## src/rtl/mem_responder_pkg.sv

```systemverilog
// Shared types and constants for the memory responder and its word array.
package mem_responder_pkg;

  localparam int unsigned DEF_ADDR_W      = 8;
  localparam int unsigned DEF_DATA_W      = 16;
  localparam int unsigned DEF_WAIT_CYCLES = 2;
  localparam int unsigned CNT_W           = 4;

  localparam logic MEM_READ  = 1'b1;
  localparam logic MEM_WRITE = 1'b0;

  typedef enum logic [1:0] {
    ST_IDLE   = 2'd0,
    ST_SETUP  = 2'd1,
    ST_ACCESS = 2'd2,
    ST_DONE   = 2'd3
  } state_e;

endpackage

```

## src/rtl/mem_responder_mem_array.sv

```systemverilog
// Single-port synchronous word array with registered read data.
module mem_array
  import mem_responder_pkg::*;
#(
  parameter int unsigned ADDR_W = DEF_ADDR_W,
  parameter int unsigned DATA_W = DEF_DATA_W
) (
  input  logic              clk,
  input  logic              rst_n,
  input  logic              we_i,
  input  logic              re_i,
  input  logic [ADDR_W-1:0] addr_i,
  input  logic [DATA_W-1:0] wdata_i,
  output logic [DATA_W-1:0] rdata_o
);

  localparam int unsigned DEPTH = 1 << ADDR_W;

  logic [DATA_W-1:0] mem_q [DEPTH];
  logic [DATA_W-1:0] rdata_q;

  // Storage is never reset so contents survive a reset pulse.
  always_ff @(posedge clk) begin
    if (we_i) begin
      mem_q[addr_i] <= wdata_i;
    end
  end

  // Read register only moves on a read strobe, so writes leave it alone.
  always_ff @(posedge clk or negedge rst_n) begin
    if (!rst_n) begin
      rdata_q <= '0;
    end else if (re_i) begin
      rdata_q <= mem_q[addr_i];
    end
  end

  assign rdata_o = rdata_q;

endmodule

```

## src/rtl/mem_responder.sv

```systemverilog
// Memory-side responder: handshake FSM, wait counter and request latches
// in front of a synchronous word array.
module mem_responder
  import mem_responder_pkg::*;
#(
  parameter int unsigned ADDR_W      = DEF_ADDR_W,
  parameter int unsigned DATA_W      = DEF_DATA_W,
  parameter int unsigned WAIT_CYCLES = DEF_WAIT_CYCLES
) (
  input  logic              clk,
  input  logic              rst_n,
  input  logic              mem_EN,
  input  logic              mem_RW,
  input  logic [ADDR_W-1:0] addr_in,
  input  logic [DATA_W-1:0] wdata_in,
  output logic [DATA_W-1:0] rdata_out,
  output logic              MFC,
  output logic              busy
);

  // Counter is 4 bits wide; WAIT_CYCLES is expected in 0..15.
  localparam logic [CNT_W-1:0] WAIT_INIT = CNT_W'(WAIT_CYCLES);

  state_e            state_q;
  logic [CNT_W-1:0]  cnt_q;
  logic              cmd_q;
  logic [ADDR_W-1:0] addr_q;
  logic [DATA_W-1:0] wdata_q;
  logic              mfc_q;
  logic              busy_q;

  logic acc_fire_c;
  logic arr_we_c;
  logic arr_re_c;

  // The array access happens on the ACCESS->DONE edge; an abort suppresses it.
  assign acc_fire_c = (state_q == ST_ACCESS) && mem_EN && (cnt_q == '0);
  assign arr_we_c   = acc_fire_c && (cmd_q == MEM_WRITE);
  assign arr_re_c   = acc_fire_c && (cmd_q == MEM_READ);

  // Handshake FSM with registered MFC/busy so both come straight off flops.
  always_ff @(posedge clk or negedge rst_n) begin
    if (!rst_n) begin
      state_q <= ST_IDLE;
      cnt_q   <= '0;
      cmd_q   <= MEM_READ;
      addr_q  <= '0;
      wdata_q <= '0;
      mfc_q   <= 1'b0;
      busy_q  <= 1'b0;
    end else begin
      case (state_q)
        ST_IDLE: begin
          if (mem_EN) begin
            state_q <= ST_SETUP;
            busy_q  <= 1'b1;
          end
        end
        ST_SETUP: begin
          if (mem_EN) begin
            state_q <= ST_ACCESS;
            cmd_q   <= mem_RW;
            addr_q  <= addr_in;
            wdata_q <= wdata_in;
            cnt_q   <= WAIT_INIT;
          end else begin
            state_q <= ST_IDLE;
            busy_q  <= 1'b0;
          end
        end
        ST_ACCESS: begin
          if (!mem_EN) begin
            state_q <= ST_IDLE;
            busy_q  <= 1'b0;
          end else if (cnt_q != '0) begin
            cnt_q <= cnt_q - CNT_W'(1);
          end else begin
            state_q <= ST_DONE;
            mfc_q   <= 1'b1;
          end
        end
        ST_DONE: begin
          if (!mem_EN) begin
            state_q <= ST_IDLE;
            mfc_q   <= 1'b0;
            busy_q  <= 1'b0;
          end
        end
        default: begin
          state_q <= ST_IDLE;
          mfc_q   <= 1'b0;
          busy_q  <= 1'b0;
        end
      endcase
    end
  end

  mem_array #(
    .ADDR_W (ADDR_W),
    .DATA_W (DATA_W)
  ) u_mem_array (
    .clk     (clk),
    .rst_n   (rst_n),
    .we_i    (arr_we_c),
    .re_i    (arr_re_c),
    .addr_i  (addr_q),
    .wdata_i (wdata_q),
    .rdata_o (rdata_out)
  );

  assign MFC  = mfc_q;
  assign busy = busy_q;

endmodule

```

## config.mk

```make
export PLATFORM = sky130hd
export DESIGN_NAME = mem_responder
export DESIGN_NICKNAME = d
export VERILOG_FILES = /design/src/rtl/mem_responder_pkg.sv /design/src/rtl/mem_responder_mem_array.sv /design/src/rtl/mem_responder.sv
export SDC_FILE = /design/constraint.sdc
export NUM_CORES = 2
export LEC_CHECK = 0
export BUFFER_PORTS_ARGS = -buffer_cell sky130_fd_sc_hd__buf_4
export CORE_MARGIN = 4
export CORE_UTILIZATION = 57
export CTS_CLUSTER_DIAMETER = 150
export DETAILED_ROUTE_END_ITERATION = 8
export PLACE_DENSITY = 0.75
export SETUP_SLACK_MARGIN = 0.2
export SLEW_MARGIN = 20
export SYNTH_ARGS = -nofsm -noshare
export SYNTH_HDL_FRONTEND = slang
export SYNTH_HIERARCHICAL = 1
export SYNTH_SLANG_ARGS = --single-unit
```

## constraint.sdc

```tcl
create_clock -name clk -period 3.7 [get_ports clk]
set_input_delay 0.74 -clock clk [delete_from_list [all_inputs] [get_ports clk]]
set_output_delay 0.74 -clock clk [all_outputs]
set_load 0.02 [all_outputs]
```

==> results.md <==
* Tot GR Track Use at 30.5%
* Mapped cell area at 0.159 sq mm
* Critical path data arrival time at 4.52 ns
* Number of flops mapped to enable cells by yosys at 4096
* Setup Viol. Count Final at 0
* Vias in the first global route at 81.7k
* Avg WL per Cell at 36.8 um
* Die area at 0.288 sq mm
* Worst Hold Path Cells at 2
* Pleak at 58.1 nW
* Routed vias at 82.8k
* Setup crit end kind: flop
* Switch share at 32.4%
* Cell row count at 193
* Slew HR at 19.2%
* Final WS setup at 0.0472 ns
* Synth-to-Final Area Change at 14.5%
* Main flop type after synthesis: edfxtp_1
* CTS tree: done
* Gr ovfl total at 0
* Post-synth top area cell: edfxtp_1
* Pre-CTS setup slack at -0.0711 ns
* MaxCap Viol Count at 0
* Port Buffers at 45
* Layout cell share with drive strength beyond 1 at 30.9%
* Setup TNS at 0 ns
* Residual DRC at 0
* Ys async rst share at 1.18%
* Status: finished, final reports clean
* First-pass GRT wire length at 622000 um
* Fin cells at 11.9k
* Most common cell after layout, fill and taps aside: edfxtp_1
* Fin crit share at 98.7%
* CP startpoint kind: flop
* Clock buffer count from CTS at 404
* Placed insts at 11.1k
* Clock power share at 28.3%
* Die Span Y at 537 um
* Die width at 537 um
* Post-DP HPWL at 264000 um
* Comb power frac at 29.4%
* Hold Path Class: in2reg
* Clock slew at reported path FFs at 0.06 ns
* Mean Syn Cell Area at 22.4 sq um
* Switching Power at 0.0460 W
* Gpl congestion at 0.974
* Clock Tree Root: clkbuf_16
* Final Hold Vio Count at 0
* Critical path data required time at 4.57 ns
* Core Util, Final at 65.8%
* Unrepaired setup endpoints after global routing: true
* Antenna violations before repair at 31
* Clk sink count at 4145
* Max IR drop VDD at 0.626 mV
* Sequential fraction of the synthesis area at 77.9%
* Total core area at 0.277 sq mm
* Critical path class: reg2reg
* Pins Over Slew Limit at 0
* Min cycle time layout at 3.65 ns
* Drt pass-1 iters at 6
* Worst Reg2Reg Path Length in Cells at 10
* Routed Antenna Nets at 0
* Cell variety after synth at 70
* IO Count at 46
* Htree depth at 5
* Yosys warning total at 6
* Longest Clk Path Bufs at 4
* Worst Clk Skew at 0.0996 ns
* Yosys top cell area share at 77.2%
* NumNets Final at 7892
* Via/cell ratio at 6.95
* Post-synth net total at 7137
* CP max FO at 57
* Max Clk Rate at 0.274 GHz
* Flop and latch count out of synthesis at 4145
* Largest net degree at the start of global routing at 161
* Final wirelength at 438000 um
* Internal power at 0.0958 W
* Most frequent cells in the layout: edfxtp_1 (4096), mux4_2 (984), buf_4 (630), clkbuf_16 (408), mux2i_1 (304)
* Worst-Margin Slew at 1.21 ns
* Reg power frac at 42.2%
* Mapped Cells at 7108
* Synth area leaders: edfxtp_1 (77%), mux4_2 (14%), mux2i_1 (1.9%)
* Initial Util at 57.4%
* DRT iter0 DRCs at 14.9k
* Clock Latency Late Sink at 0.96 ns
* Pwr/cell area at 777 mW/mm^2
-- cells in the mapped netlist (19+ instances only) --
library cell and n:
o22ai_1 127, dfrtp_1 48, a21oi_1 63, mux2i_1 307
buf_2 138, nor4_1 19, nand2_1 137, a31oi_1 23
buf_6 42, nand3_1 50, clkbuf_1 126, buf_4 79
mux2_2 47, buf_1 24, nor3_1 64, o221ai_1 32
mux4_2 984, a32oi_1 37, o22a_1 29, edfxtp_1 4096
mux2_4 20, a22oi_1 77, o21ai_0 52, nor2_1 268
a211oi_1 26
-- stage by stage --
step | hold slack [ns] | cell area (sq um) | power, W
2_1_floorplan | 0.444 | 159000 | 0.0830
3_3_place_gp | 0.523 | 169000 | 0.0997
3_5_place_dp | 0.518 | 169000 | 0.101
4_1_cts | 0.0237 | 182000 | 0.141
5_1_grt | 0.0440 | 182000 | 0.145
6_report | 0.0690 | 182000 | 0.142
-- cells by family after synthesis --
| family | after synthesis | share of synthesized area [%] |
|---|---|---|
| muxes | 1367 | 16.4 |
| and+or+nand+nor | 630 | 1.77 |
| DFF | 4145 | 77.9 |
| buffers and inverters | 422 | 1.51 |
| adders and majority gates | 2 | 0.0141 |
| AOI/OAI and AO/OA | 542 | 2.35 |
-- path summary, 6_finish.rpt --
path / slack [ns] / end / startpoint
setup reg to reg: 0.05 / u_mem_array/rdata_o[5]$_DFFE_PN0P_ / addr_q[1]$_DFFE_PN0P_
setup / recovery: 0.05 / u_mem_array/rdata_o[5]$_DFFE_PN0P_ / addr_q[1]$_DFFE_PN0P_
min in group asynchronous: 0.48 / busy$_DFFE_PN0P_ / rst_n
max in group asynchronous: 2.49 / addr_q[5]$_DFFE_PN0P_ / rst_n
hold / removal: 0.07 / wdata_q[11]$_DFFE_PN0P_ / wdata_in[11]
hold reg to reg: 0.54 / busy$_DFFE_PN0P_ / busy$_DFFE_PN0P_
-- critical path: stages, from the launching register on --
cell and delay, ns:
dfrtp_4 0.61, buf_12 0.27, inv_4 0.20, buf_12 0.25, buf_4 0.45, mux2i_1 0.21
a32oi_1 0.23, a21o_1 0.23, nand2_2 0.11, nor4_4 0.71, o22a_1 0.25
-- metal layers --
metal  up-vias  global-route usage (%)  wire (um)
met4        16                    14.3      24900
li1      31700                       -          -
met2      6926                    45.6     202000
met3      1159                    9.16      63900
met1     43000                    42.0     148000
met5         -                       0        112
-- final cells by class --
cell class	count	area [sq um]
Sequential cell	4145	124000
Antenna cell	26	65.1
Timing Repair Buffer	760	7260
Inverter	11	52.6
Tap cell	3705	4640
Multi-Input combinational cell	2541	33300
Fill cell	16800	95000
Clock buffer	492	10500
Clock inverter	240	2320
-- registers in the layout, summed over array words and instances (netlist names) --
register	count
busy	1
addr_q	8
cnt_q	4
MFC	1
cmd_q	1
u_mem_array/mem_q	4096
state_q	2
wdata_q	16
u_mem_array/rdata_o	16
-- power groups by stage --
stage / Sequential, W / Combinational [W] / Clock [W]
detailed placement: 0.0608 / 0.0398 / 0
finish: 0.0599 / 0.0417 / 0.0402
global placement: 0.0607 / 0.0390 / 0
CTS: 0.0598 / 0.0404 / 0.0404
floorplan: 0.0627 / 0.0203 / 0
global route: 0.0599 / 0.0427 / 0.0426
-- timing repair --
item,in CTS,in global routing
buffers inserted,4,10
endpoints found under the setup margin,174,402
hold buffers,1,0
gates cloned,0,1
resized for setup,19,42
hold endpoints to repair,48,0
pin swaps,0,5
(Power assumes the default switching activity.)
